File: src/rtl/inst_mem.sv
// inst_mem: loadable instruction memory for the fetch stage.
// A program is streamed in through a valid/ready port, and its committed
// length bounds every later fetch. Fetches read with one registered cycle of
// latency. Any address at or beyond the program length returns END_WORD, so
// the core halts on short or empty programs.
module inst_mem #(
  parameter int unsigned    A        = 16,
  parameter int unsigned    W        = 9,
  parameter int unsigned    DEPTH    = 256,
  parameter logic [W-1:0]   END_WORD = '1,
  parameter int unsigned    LW       = $clog2(DEPTH + 1)
) (
  input  logic          CLK,
  input  logic          Reset,
  input  logic          load_start,
  input  logic          load_valid,
  input  logic [W-1:0]  load_data,
  output logic          load_ready,
  input  logic          load_done,
  output logic          load_overflow,
  output logic          loading,
  output logic [LW-1:0] prog_len,
  input  logic          fetch_en,
  input  logic [A-1:0]  InstAddress,
  output logic [W-1:0]  InstOut,
  output logic          inst_valid
);

  // Word-index width. Keep it at least one bit so that DEPTH = 1 still works.
  localparam int unsigned AW = (DEPTH > 1) ? $clog2(DEPTH) : 1;
  // Common width for comparing the address against the length.
  localparam int unsigned CW = (A > LW) ? A : LW;

  localparam logic [1:0] S_IDLE = 2'd0;
  localparam logic [1:0] S_LOAD = 2'd1;
  localparam logic [1:0] S_RUN  = 2'd2;

  logic [1:0]    state;
  logic [LW-1:0] count;
  logic [W-1:0]  mem [DEPTH];
  logic          accept;
  logic          in_range;

  // Load handshake and the fetch bounds check.
  // A word that arrives in the same cycle as load_start is dropped, because
  // the restart discards everything loaded so far.
  always_comb begin
    loading    = (state == S_LOAD);
    load_ready = loading && (count < LW'(DEPTH));
    accept     = load_ready && load_valid && !load_start;
    in_range   = CW'(InstAddress) < CW'(prog_len);
  end

  // Memory write port. The array has no reset; a length of zero hides stale contents.
  always_ff @(posedge CLK) begin
    if (!Reset && accept) begin
      mem[count[AW-1:0]] <= load_data;
    end
  end

  // State machine, load counter, committed length and the registered fetch.
  always_ff @(posedge CLK) begin
    if (Reset) begin
      state         <= S_IDLE;
      count         <= '0;
      prog_len      <= '0;
      load_overflow <= 1'b0;
      inst_valid    <= 1'b0;
      InstOut       <= END_WORD;
    end else begin
      inst_valid <= 1'b0;
      if (fetch_en && (state != S_LOAD)) begin
        inst_valid <= 1'b1;
        // in_range implies InstAddress < DEPTH, so the truncated index is exact.
        InstOut    <= in_range ? mem[InstAddress[AW-1:0]] : END_WORD;
      end

      if (load_start) begin
        state         <= S_LOAD;
        count         <= '0;
        prog_len      <= '0;
        load_overflow <= 1'b0;
      end else if (state == S_LOAD) begin
        if (accept) begin
          count <= count + LW'(1);
        end else if (load_valid) begin
          load_overflow <= 1'b1;
        end
        if (load_done) begin
          // Commit the length. It includes a word accepted in this same cycle.
          prog_len <= count + LW'(accept);
          state    <= S_RUN;
        end
      end
    end
  end

endmodule

File: config.mk
export PLATFORM = sky130hd
export DESIGN_NAME = inst_mem
export DESIGN_NICKNAME = d
export VERILOG_FILES = /design/src/rtl/inst_mem.sv
export SDC_FILE = /design/constraint.sdc
export NUM_CORES = 2
export LEC_CHECK = 0
export CAP_MARGIN = 20
export CORE_MARGIN = 2
export CORE_UTILIZATION = 43
export CTS_CLUSTER_SIZE = 30
export DETAILED_ROUTE_END_ITERATION = 6
export PLACE_DENSITY = 0.66
export SYNTH_ARGS = -nofsm -noshare
export SYNTH_HDL_FRONTEND = slang
export SYNTH_SLANG_ARGS = --single-unit
File: constraint.sdc
create_clock -name CLK -period 3.68 [get_ports CLK]
set_clock_uncertainty 0.1 [all_clocks]
set_input_delay 0.736 -clock CLK [delete_from_list [all_inputs] [get_ports CLK]]
set_output_delay 0.736 -clock CLK [all_outputs]
set_load 0.02 [all_outputs]
==> flow_metrics.tcl <==
set metrics [dict create \
    run_status "finished clean" \
    critPathArrivalTime_ns 3.89 \
    top_fanout_value_on_the_critical_path 12 \
    layoutNonFillerInstCount 7985 \
    worst_hold_endpoint "mem[250][2]" \
    yosys_most_used_dff "sky130_fd_sc_hd__edfxtp_1" \
    ff2ff_setup_slack_ns 0.75 \
    synth_cells 4379 \
    drc_errors 0 \
    clk_pin_slew_worst_paths_ns 0.06 \
    finalPower_mw 54.1 \
    setup_viol_count_final 0 \
    fill_cells 16500 \
    gr-total-overflow 0 \
    maxCapViolations 0 \
    post-cts-setup-buffers 0 \
    num_rows 168 \
    critical_path.startpoint_type "input pin" \
    min-delay-path-class "in2reg" \
    clk_root_buffer_cell "sky130_fd_sc_hd__clkbuf_16" \
    gpl.final_weighted_congestion 0.894 \
    report.final.slew_viol_count 0 \
    drt-vias-per-instance 5.82 \
    totalWireLength_um 225000 \
    antenna_found_initial 6 \
    post_cts_resized 0 \
    synth-edff-count 2304 \
    dp_slack_ns -0.348 \
    hold_viol_final 0 \
    yosys-top-cells-area "sky130_fd_sc_hd__edfxtp_1 76%, sky130_fd_sc_hd__mux4_2 13%, sky130_fd_sc_hd__mux2i_1 1.6%" \
    yosys.area.top_type_share 0.764 \
    power.ir.vdd_worst_uv 512 \
    yosys_register_bits 2335 \
    finish.net_count 5037 \
    min_delay_path_depth 1 \
    worstPathRequired_ns 4.38 \
    cts.path.max_buffers 3 \
    die_width_um 463 \
    routed_wire_length_per_instance_um 28.2 \
    synthArstFlopShare 0 \
    routed-via-count 46500 \
    clk-insertion-delay-late_ns 0.87 \
    antenna_left 0 \
    synth_most_common_cell "sky130_fd_sc_hd__edfxtp_1" \
    synth.cell_area_um2 90600 \
    grt_util_all_layers 0.208 \
    place.port_buffers 52 \
    grt_start_max_net_pins 109 \
    hold-worst-slack_ns 0.207 \
    design.portCount 53 \
    dpl.cell_count 7572 \
    drive_above_1_share 0.287 \
    crit_type "in2reg" \
    worst_slew_margin_relative_to_its_limit 0.247 \
    core_area_um2 210000 \
    final_core_util 0.504 \
    number_of_optimization_iterations_in_the_first_detailed_route_pass 6 \
    number_of_global_route_vias_before_repair 46500 \
    critPathCaptureType "register" \
    reg_to_reg_end "InstOut[1]" \
    fmax_mhz 314 \
    final.setup.tns_ns 0 \
    clock_tree_from_tritoncts "built" \
    worst_r2r_src "mem[91][1]" \
    die_h_um 463 \
    hold_start "load_data[2]" \
    drt-initial-drc-count 6003 \
    cts_inserted_buffers 223 \
    placed_area_um2 98500 \
    floorplan.initialDensity 0.432 \
    warning_count_from_the_yosys_run 0 \
    setup_ws_ns 0.495 \
    tightest_pin_transition_ns 1.13 \
    syn-num-nets 4424 \
    leakagePower_nw 34.0 \
    syn_to_final_growth_pct 16.6 \
    synth_common_cells "2304 x sky130_fd_sc_hd__edfxtp_1, 506 x sky130_fd_sc_hd__mux4_2, 312 x sky130_fd_sc_hd__nor2_1" \
    synth.avg_cell_area_um2 20.7 \
    area.sequential_um2 69800 \
    clkSinkCount 2335 \
    design_area_um2 106000 \
    grt_first_pass_wirelength_um 326000 \
    dieArea_um2 214000 \
    area_taken_by_multi_input_logic_gates_um2 19300 \
    post-route-period-util 0.866 \
    netlist-cell-type-count 59 \
    synth_top_area_cell "sky130_fd_sc_hd__edfxtp_1" \
    final_period_minus_worst_setup_slack_ns 3.19 \
    synth_seq_area_share 0.771 \
    dp_hpwl_um 146000 \
    ctsHoldBuffers 0 \
    rsz0062_at_grt "false" \
    power_density_cells_nw_per_um2 512 \
    htreeDepth 4 \
    timing.reg2reg.worst_path_depth 8 \
]
[critical path, stage by stage]
cell and delay [ns]:
sky130_fd_sc_hd__clkdlybuf4s50_1 0.45, sky130_fd_sc_hd__buf_12 0.18, sky130_fd_sc_hd__or2_2 0.39, sky130_fd_sc_hd__buf_4 0.21, sky130_fd_sc_hd__a2111oi_0 0.52, sky130_fd_sc_hd__buf_4 0.24, sky130_fd_sc_hd__nor4_1 0.05, sky130_fd_sc_hd__a211oi_1 0.55
sky130_fd_sc_hd__o21bai_1 0.33, sky130_fd_sc_hd__a31oi_1 0.20
[cell usage in the layout (no fill, tap or decap), types with 52 or more instances in the layout]
| master | Yosys | final |
|---|---|---|
| sky130_fd_sc_hd__mux2_2 | 52 | 52 |
| sky130_fd_sc_hd__clkinv_1 | 0 | 52 |
| sky130_fd_sc_hd__a21oi_1 | 85 | 85 |
| sky130_fd_sc_hd__edfxtp_1 | 2304 | 2304 |
| sky130_fd_sc_hd__mux4_2 | 506 | 506 |
| sky130_fd_sc_hd__clkbuf_1 | 108 | 53 |
| sky130_fd_sc_hd__a22oi_1 | 147 | 147 |
| sky130_fd_sc_hd__clkbuf_16 | 0 | 225 |
| sky130_fd_sc_hd__o21ai_0 | 57 | 57 |
| sky130_fd_sc_hd__nor2_1 | 312 | 311 |
| sky130_fd_sc_hd__mux2i_1 | 143 | 143 |
| sky130_fd_sc_hd__buf_12 | 0 | 64 |
| sky130_fd_sc_hd__nand2_1 | 122 | 122 |
| sky130_fd_sc_hd__buf_4 | 41 | 531 |
[cell type report]
type	count	area share
flip-flops and latches	2335	0.661
multi-input cells	1774	0.183
clock buffers	283	0.0558
repair buffers	647	0.0553
well taps	2805	0.0332
clock inverters	126	0.0114
inverters	11	0.000391
diodes	4	0.0000947
[power by group]
part           switching (mW)  total, mW  internal (mW)
registers             0.00719       29.2           29.2
logic                    1.62       2.63           1.01
clock network            9.75       22.3           12.5
total                    11.4       54.1           42.7
[worst max path at each step]
stage / endpoint / cells after the start / from / slack, ns
CTS: InstOut[4] / 10 / InstAddress[6] / 0.56
detailed placement: InstOut[4] / 10 / InstAddress[6] / -0.35
floorplan: mem[223][0] / 7 / load_valid / 0.80
finish: InstOut[4] / 10 / InstAddress[6] / 0.49
global route: InstOut[4] / 10 / InstAddress[6] / 0.42
global placement: InstOut[4] / 10 / InstAddress[0] / -0.32
[state kept, by name, indices dropped and copies added, names as in the netlist]
name / count
InstOut: 9
count: 9
inst_valid: 1
load_overflow: 1
mem: 2304
prog_len: 9
state: 2
[kinds of logic after synthesis]
group / after synthesis / synth area share
flops: 2335 / 0.771
mux: 701 / 0.148
simple gates: 610 / 0.0295
compound gates: 440 / 0.0327
buf+inv: 270 / 0.0162
fa+ha+maj: 14 / 0.00193
xor+xnor: 9 / 0.000870
[routing by layer]
layer / wire, um / GRT usage / vias to the layer above
li1: - / - / 19400
met1: 92400 / 0.299 / 24500
met2: 106000 / 0.325 / 2192
met3: 19800 / 0.0399 / 334
met4: 6410 / 0.0619 / 2
met5: 13 / 0 / -
No activity file was read; power rests on OpenSTA's default activity.
